**config.mk**
```make
export PLATFORM = sky130hd
export DESIGN_NAME = rr_grant_arbiter
export DESIGN_NICKNAME = d
export VERILOG_FILES = /design/src/rtl/rr_grant_arbiter.sv
export SDC_FILE = /design/constraint.sdc
export NUM_CORES = 1
export LEC_CHECK = 0
export CELL_PAD_IN_SITES_DETAIL_PLACEMENT = 1
export CELL_PAD_IN_SITES_GLOBAL_PLACEMENT = 2
export CORE_MARGIN = 4
export CORE_UTILIZATION = 30
export CTS_CLUSTER_SIZE = 16
export DETAILED_ROUTE_END_ITERATION = 12
export GPL_TIMING_DRIVEN = 0
export HOLD_SLACK_MARGIN = 0.02
export MAX_ROUTING_LAYER = met4
export PLACE_DENSITY_LB_ADDON = 0.15
export SYNTH_ARGS = -nofsm -noshare
export SYNTH_HDL_FRONTEND = slang
export SYNTH_SLANG_ARGS = --single-unit
```
**constraint.sdc**
```tcl
create_clock -name clk -period 4.3 [get_ports clk]
set_input_delay 0.86 -clock clk [delete_from_list [all_inputs] [get_ports clk]]
set_output_delay 0.86 -clock clk [all_outputs]
set_load 0.03 [all_outputs]
```
**src/rtl/rr_grant_arbiter.sv**
```systemverilog
// Registered round-robin arbiter with valid/ready handshake and bounded grant
// locking for multi-beat transfers. The winner is presented as a one-hot grant
// plus its binary index, both driven straight from registers.
module rr_grant_arbiter #(
    parameter int NUM_REQUESTERS = 4,
    parameter int MAX_HOLD       = 8,
    parameter int INDEX_WIDTH    = $clog2(NUM_REQUESTERS)
) (
    input  logic                      clk,
    input  logic                      reset,
    input  logic [NUM_REQUESTERS-1:0] request,
    input  logic                      lock,
    input  logic                      grant_ready,
    output logic                      grant_valid,
    output logic [NUM_REQUESTERS-1:0] grant_oh,
    output logic [INDEX_WIDTH-1:0]    grant_idx,
    output logic                      grant_locked
);

    // hold_count spans 0..MAX_HOLD-1; keep at least one bit when MAX_HOLD=1.
    localparam int HOLD_W = (MAX_HOLD > 1) ? $clog2(MAX_HOLD) : 1;

    typedef enum logic {
        IDLE,
        OFFER
    } state_t;

    state_t                    state_q,      state_d;
    logic [NUM_REQUESTERS-1:0] last_grant_q, last_grant_d;
    logic [NUM_REQUESTERS-1:0] grant_oh_q,   grant_oh_d;
    logic [HOLD_W-1:0]         hold_q,       hold_d;
    logic                      locked_q,     locked_d;
    logic                      keep_lock;

    // Round-robin pick: scan upward from the bit above ptr, wrapping, so the
    // pointer's own bit is examined last and therefore has lowest priority.
    function automatic logic [NUM_REQUESTERS-1:0] rr_pick(
        input logic [NUM_REQUESTERS-1:0] req,
        input logic [NUM_REQUESTERS-1:0] ptr
    );
        logic [NUM_REQUESTERS-1:0] res;
        logic                      found;
        int                        base;
        int                        j;
        res   = '0;
        found = 1'b0;
        base  = 0;
        for (int i = 0; i < NUM_REQUESTERS; i++) begin
            if (ptr[i]) base = i;
        end
        for (int k = 1; k <= NUM_REQUESTERS; k++) begin
            j = (base + k) % NUM_REQUESTERS;
            if (!found && req[j]) begin
                res[j] = 1'b1;
                found  = 1'b1;
            end
        end
        return res;
    endfunction

    // State register: FSM state plus pointer, hold counter and offered grant.
    always_ff @(posedge clk) begin
        // NOTE: reset is synchronous here, so it lives inside the clocked
        // branch and takes priority over any transfer happening on the same edge.
        if (reset) begin
            state_q      <= IDLE;
            last_grant_q <= {1'b1, {(NUM_REQUESTERS-1){1'b0}}};
            grant_oh_q   <= '0;
            hold_q       <= '0;
            locked_q     <= 1'b0;
        end else begin
            // NOTE: non-blocking assignments so every register samples the
            // pre-edge values computed by the next-state logic.
            state_q      <= state_d;
            last_grant_q <= last_grant_d;
            grant_oh_q   <= grant_oh_d;
            hold_q       <= hold_d;
            locked_q     <= locked_d;
        end
    end

    // Lock continues only while the granted requester still asks and the cap is not hit.
    assign keep_lock = lock && (|(request & grant_oh_q)) && (int'(hold_q) < MAX_HOLD - 1);

    // Next-state logic: new offer from IDLE, hold while stalled, rotate or lock on transfer.
    always_comb begin
        // NOTE: every target gets a hold-value default first, so no path can
        // leave one unassigned and infer a latch.
        state_d      = state_q;
        last_grant_d = last_grant_q;
        grant_oh_d   = grant_oh_q;
        hold_d       = hold_q;
        locked_d     = locked_q;
        case (state_q)
            IDLE: begin
                if (|request) begin
                    state_d    = OFFER;
                    grant_oh_d = rr_pick(request, last_grant_q);
                    hold_d     = '0;
                    locked_d   = 1'b0;
                end
            end
            OFFER: begin
                if (grant_ready) begin
                    last_grant_d = grant_oh_q;
                    if (keep_lock) begin
                        hold_d   = hold_q + HOLD_W'(1);
                        locked_d = 1'b1;
                    end else begin
                        hold_d   = '0;
                        locked_d = 1'b0;
                        if (|request) begin
                            // The granted bit is now the pointer, so it rotates away.
                            grant_oh_d = rr_pick(request, grant_oh_q);
                        end else begin
                            state_d    = IDLE;
                            grant_oh_d = '0;
                        end
                    end
                end
            end
            default: begin
                state_d    = IDLE;
                grant_oh_d = '0;
                hold_d     = '0;
                locked_d   = 1'b0;
            end
        endcase
    end

    // Outputs decode registered state only; grant_idx ORs indices of the one-hot grant.
    always_comb begin
        grant_valid  = (state_q == OFFER);
        grant_oh     = grant_oh_q;
        grant_locked = locked_q;
        grant_idx    = '0;
        for (int i = 0; i < NUM_REQUESTERS; i++) begin
            if (grant_oh_q[i]) grant_idx = grant_idx | INDEX_WIDTH'(i);
        end
    end

endmodule

```
# After elaboration in Yosys (flattened, before gate mapping)
# Index checks and enable logic that the tools add are counted.
dict set report totals {
  reg_bits 13
  latchBits 0
  ramBits 0
  romBits 0
  input_bits 8
  output_inout_bits 8
  memories 0
}
dict set report op_classes {
  addsub 9
  multipliers 0
  n_div 0
  n_lt_le_gt_ge 17
  eq_ne 3
  shifts 0
  n_mux 122
  bitwise 16
  n_reduce_logical 35
}
# cell count
set op_table {}
lappend op_table {{$mux W32} 10}
lappend op_table {{$add A32 B3 Y32 const B} 4}
lappend op_table {{$mux W4} 30}
lappend op_table {{$add A32 B2 Y32 const B} 2}
lappend op_table {{$add A32 B4 Y32 const B} 2}
lappend op_table {{$mux W1} 57}
lappend op_table {{$lt A3 B4 Y1 const B} 8}
lappend op_table {{$ge A3 B1 Y1 const B} 8}
lappend op_table {{$or A4 B4 Y4} 6}
lappend op_table {{$bmux W1 S2} 8}
lappend op_table {{$demux W1 S2} 8}
lappend op_table {{$logic_and A1 B1 Y1} 16}
lappend op_table {{$reduce_or A2 Y1} 8}
lappend op_table {{$mux W3} 3}
lappend op_table {{$and A1 B1 Y1} 8}
lappend op_table {{$pmux W4 S2} 1}
lappend op_table {{$reduce_or A4 Y1} 2}
lappend op_table {{$logic_not A1 Y1} 6}
lappend op_table {{$ne A2 B2 Y1 const B} 3}
lappend op_table {{$pmux W3 S2} 1}
lappend op_table {{$and A4 B4 Y4} 1}
lappend op_table {{$mux W2} 2}
lappend op_table {{$pmux W1 S2} 2}
lappend op_table {{$reduce_and A2 Y1} 2}
lappend op_table {{other kinds (4)} 4}

# Longest topological paths before layout
dict set report logic_depth {
  word_depth 39
  depth_mapped 9
  depth_no_buf 8
}

# Worst setup path before layout
# No wires, ideal clock.
dict set report synth_timing {
  path_kind {register to register}
  startpoint {register grant_oh_q[1] (netlist: grant_oh[1])}
  endpoint {register grant_oh_q[0] (netlist: grant_oh[0])}
  arrival_ns 2.751
  required_time_ns 4.161
  path_slack_ns 1.411
  path_stages_with_launch 10
  n_path_buf 1
  period_less_slack_ns 2.889
  path_cell_list {dfxtp_1 buf_4 nor2b_1 nor2_1 ha_1 nor3b_1 a2111oi_0 a211oi_1 a2111oi_0 o221ai_1}
}
dict set report synth_via {
  elab_chain_cells 37
  elab_cells_between_ends 101
  classes_between {add/sub (4); order compare (8); eq/ne (1); mux (62); bitwise (8); reduce/logical (18)}
}
# element line_no
set synth_lines {}
lappend synth_lines {{start: declaration} 30} ;# logic [NUM_REQUESTERS-1:0] grant_oh_q, grant_oh_d;
lappend synth_lines {{start signal: assignment} 76} ;# grant_oh_q <= grant_oh_d;
lappend synth_lines {{$mux W1} 49} ;# if (ptr[i]) base = i;
lappend synth_lines {{$mux W32 (2 in series)} 49}
lappend synth_lines {{$mux W32} 112} ;# if (|request) begin
lappend synth_lines {{$mux W32} 106} ;# if (keep_lock) begin
lappend synth_lines {{$mux W32} 104} ;# if (grant_ready) begin
lappend synth_lines {{$mux W32} 94} ;# case (state_q)
lappend synth_lines {{$add A32 B2 Y32} 52} ;# j = (base + k) % NUM_REQUESTERS;
lappend synth_lines {{$reduce_or A2 Y1 (no source line) / $bmux W1 S2 (equally long branches)} n/a}
lappend synth_lines {{[... 20 more ...]} n/a}
lappend synth_lines {{$mux W4 / $mux W1 (equally long branches)} {104, 94}}
lappend synth_lines {{$mux W4 / $logic_not A1 Y1 (equally long branches)} {94, 53}}
lappend synth_lines {{$or A4 B4 Y4 (no source line) / $logic_and A1 B1 Y1 (equally long branches)} n/a}
lappend synth_lines {{$mux W4} 53} ;# if (!found && req[j]) begin
lappend synth_lines {{$mux W4} 112}
lappend synth_lines {{$mux W4} 106}
lappend synth_lines {{$mux W4} 104}
lappend synth_lines {{$pmux W4 S2} 94}
# Parallel ways exist; a longest one is shown, timed or not. The select of a mux whose other input is x is not followed.
# A chain may end at the register's enable or synchronous reset.

# Final worst setup path
# Ends and elaborated chain as after synthesis.

==> impl_metrics.ini <==
[sta]
hold_viol_final = 0
worst-slew-pin-transition_ns = 0.764
slew_viol_final = 0
fin_skew_ns = 0.00179
max_slew_margin_pct = 47.7
layout_worst_path_cycle_share_pct = 82.1
layout_min_cycle_time_ns = 3.53
fin_hold_ws_ns = 0.501
fin_setup_tns_ns = 0
rsz0062_at_grt = no
fmax_mhz = 283
final-setup-viol-count = 0

[synthesis]
synth_top_family_by_area = compound AO/OA/AOI/OAI gates
yosys-top-cells-count = ha_1 (17), nor2_1 (13), dfxtp_1 (12)
synth-edff-count = 0
synth_top_area_cell = dfxtp_1
async_flop_share_pct = 0
synth_adder_area_share_pct = 13.7
syn_inst = 187
synth_top_area_share_pct = 15.4
ys_seq_area_share_pct = 15.4
synth.area.top_cells = dfxtp_1 (15%), ha_1 (14%), nor3b_1 (4.3%)
ys_ff_latch = 12
ys.flop_type = dfxtp_1
syn_nets = 212
synth-xor-area-share_pct = 0
synth-compound-area-share_pct = 33.6
syn_area_per_cell_um2 = 8.32
yosysMostFrequentCell = ha_1
yosysUniqueCellTypes = 53
synthMuxAreaShare_pct = 2.57
ys_warn_count = 0
syn_area_um2 = 1560
synth-simple-area-share_pct = 26.4

[die]
rows = 25
die_w_um = 80.0
ios = 16
die-area_um2 = 6400
coreArea_um2 = 4880
start_util_pct = 31.9
dieHeight_um = 80.0

[setup_path]
worst-setup-path-type = flop to flop
path_common_cell = a2111oi_0
r2r_slack_ns = 0.77
worst-path-buf-inv = 1
critPathCapture = grant_oh[0]
cp.depth = 9
max_stage_delay_ns = 0.75
cp.required_ns = 4.39
crit_path_start = grant_oh[1]
reg2reg_depth = 9
path_delay_family = compound AO/OA/AOI/OAI gates
end_kind = flop
r2r_end = grant_oh[0]
cpMaxStageDelayCell = a2111oi_0
crit_chain = buf_4, nor2b_1, nor2_1, ha_1, nor3b_1, a2111oi_0, a211oi_1, a2111oi_0, o221ai_1
arrival_ns = 3.62
worstPathMaxFanout = 10
start_kind = flop
rr_startpoint = grant_oh[1]

[power_and_ir_drop]
finalPower_uw = 563
p_leak_nw = 0.738
power.density_nw_per_um2 = 307
peakVddDrop_uv = 83.0

[job]
maxCapViolCount = 0

[detailed_routing]
via_per_inst = 5.78
vias = 1573
drc = 0
first_iter_violations = 69
drt-total-wl_mm = 5.13
drtPass1Iterations = 4
avgRoutedWirePerCell_um = 18.9
antenna_left = 0

[clock_network]
clk_path_buf_depth = 2
cts_hold_repair.buffers = 0
clk_pin_slew_ns = 0.05
cts_tree = done
cts.sinks = 12
post_cts_resized = 0
numCtsBuffers = 3
ctsRootBufferMaster = clkbuf_8
clk_latency_ns = 0.24
postCtsSetupRepairBufs = 0
h-tree-depth = 1

[hold_path]
min_path_type = flop to flop
hold_depth = 2

[placement]
place_area_um2 = 1790
portBuffers = 15
dp_hpwl_mm = 4.03
routabilityCongestion = 0.885

[final_layout]
design_area_um2 = 1830
finalNetCount = 232
fin_util_pct = 37.5
synthToLayoutAreaGrowth_pct = 17.7
antenna_cells = 0
fill_cells = 599
drive_above_1_share_pct = 11.7

[global_routing]
grt_pass1_vias = 1655
grt.total_usage_pct = 17.2
grt_overflow = 0
grt_pass1_wl_mm = 8.51
grt_max_degree = 11
antenna_found_initial = 0

[run_status]
status = completed
stage by stage:
stage	worst slack, ns	instances
after global routing	0.346	272
after global placement	0.602	269
after detailed placement	0.598	269
after floorplan	1.41	187
final	0.770	272
after CTS	0.723	272
registers in the layout, summed over array words and instances (netlist names):
signal	flops
hold_q	3
grant_valid	1
grant_oh	4
grant_locked	1
last_grant_q	3
logic make-up after synthesis:
| family | after synthesis |
|---|---|
| AOI/OAI and AO/OA | 66 |
| and+or+nand+nor | 68 |
| DFF | 12 |
| adders and majority gates | 17 |
| muxes | 4 |
| buffers and inverters | 20 |
power by group:
group,internal (mW),switching (mW),total [mW]
sequential,0.121,0.0148,0.135
clock,0.0617,0.0409,0.103
combinational,0.130,0.195,0.324
worst register-to-register path, delay by kind of cell (launching register included):
kind | cells | cell delay (ns)
and+or+nand+nor | 3 | 0.65
DFF | 1 | 0.32
AOI/OAI and AO/OA | 4 | 1.74
buffers and inverters | 1 | 0.18
adders and majority gates | 1 | 0.51
layer usage:
layer	wire [um]	up-vias	GRT usage (%)	part of all wire [%]
li1	-	756	-	-
met1	2430	779	21.2	47
met2	2500	26	28.9	49
met3	109	12	3.16	2.1
met4	88	0	4.56	1.7
met5	0	-	-	0
final cells by class:
class / count / area [um^2] / area share (%)
plain buffers: 11 / 96.3 / 5.26
clock buffers: 3 / 41.3 / 2.25
inverters: 9 / 33.8 / 1.84
multi-input cells: 155 / 1190 / 64.8
flip-flops and latches: 12 / 240 / 13.1
well taps: 67 / 83.8 / 4.58
repair buffers: 15 / 150 / 8.20
cells in the final DEF, fill, tap and decap left out, types with 2 or more instances in the layout:
cell	instances
and3b_1	3
a22oi_1	3
clkbuf_8	6
a21oi_1	10
or2_2	3
nor2_1	13
a311oi_1	2
o31ai_1	4
clkdlybuf4s50_1	15
nand4_1	2
buf_4	2
a22o_1	2
a31o_1	2
a211o_1	5
ha_1	17
a221oi_1	2
mux2i_1	4
nor3_1	5
o211a_1	4
o21ai_0	6
nand3b_1	2
buf_2	4
dfxtp_1	12
nor3b_1	9
o221ai_1	3
a21bo_2	2
a21boi_0	6
a211oi_1	3
nor2b_1	5
a2111oi_0	4
o22ai_1	2
nor4b_1	2
inv_1	9
and2_1	2
nand2_1	10
and4_1	2
how the worst min path moves through the flow:
stage                       startpoint      endpoint
after global placement       hold_q[2]     hold_q[2]
after CTS                    hold_q[2]     hold_q[2]
after global routing      grant_locked  grant_locked
final                        hold_q[2]     hold_q[2]
after floorplan              hold_q[2]     hold_q[2]
after detailed placement     hold_q[2]     hold_q[2]
No activity file was read; power rests on OpenSTA's default activity.
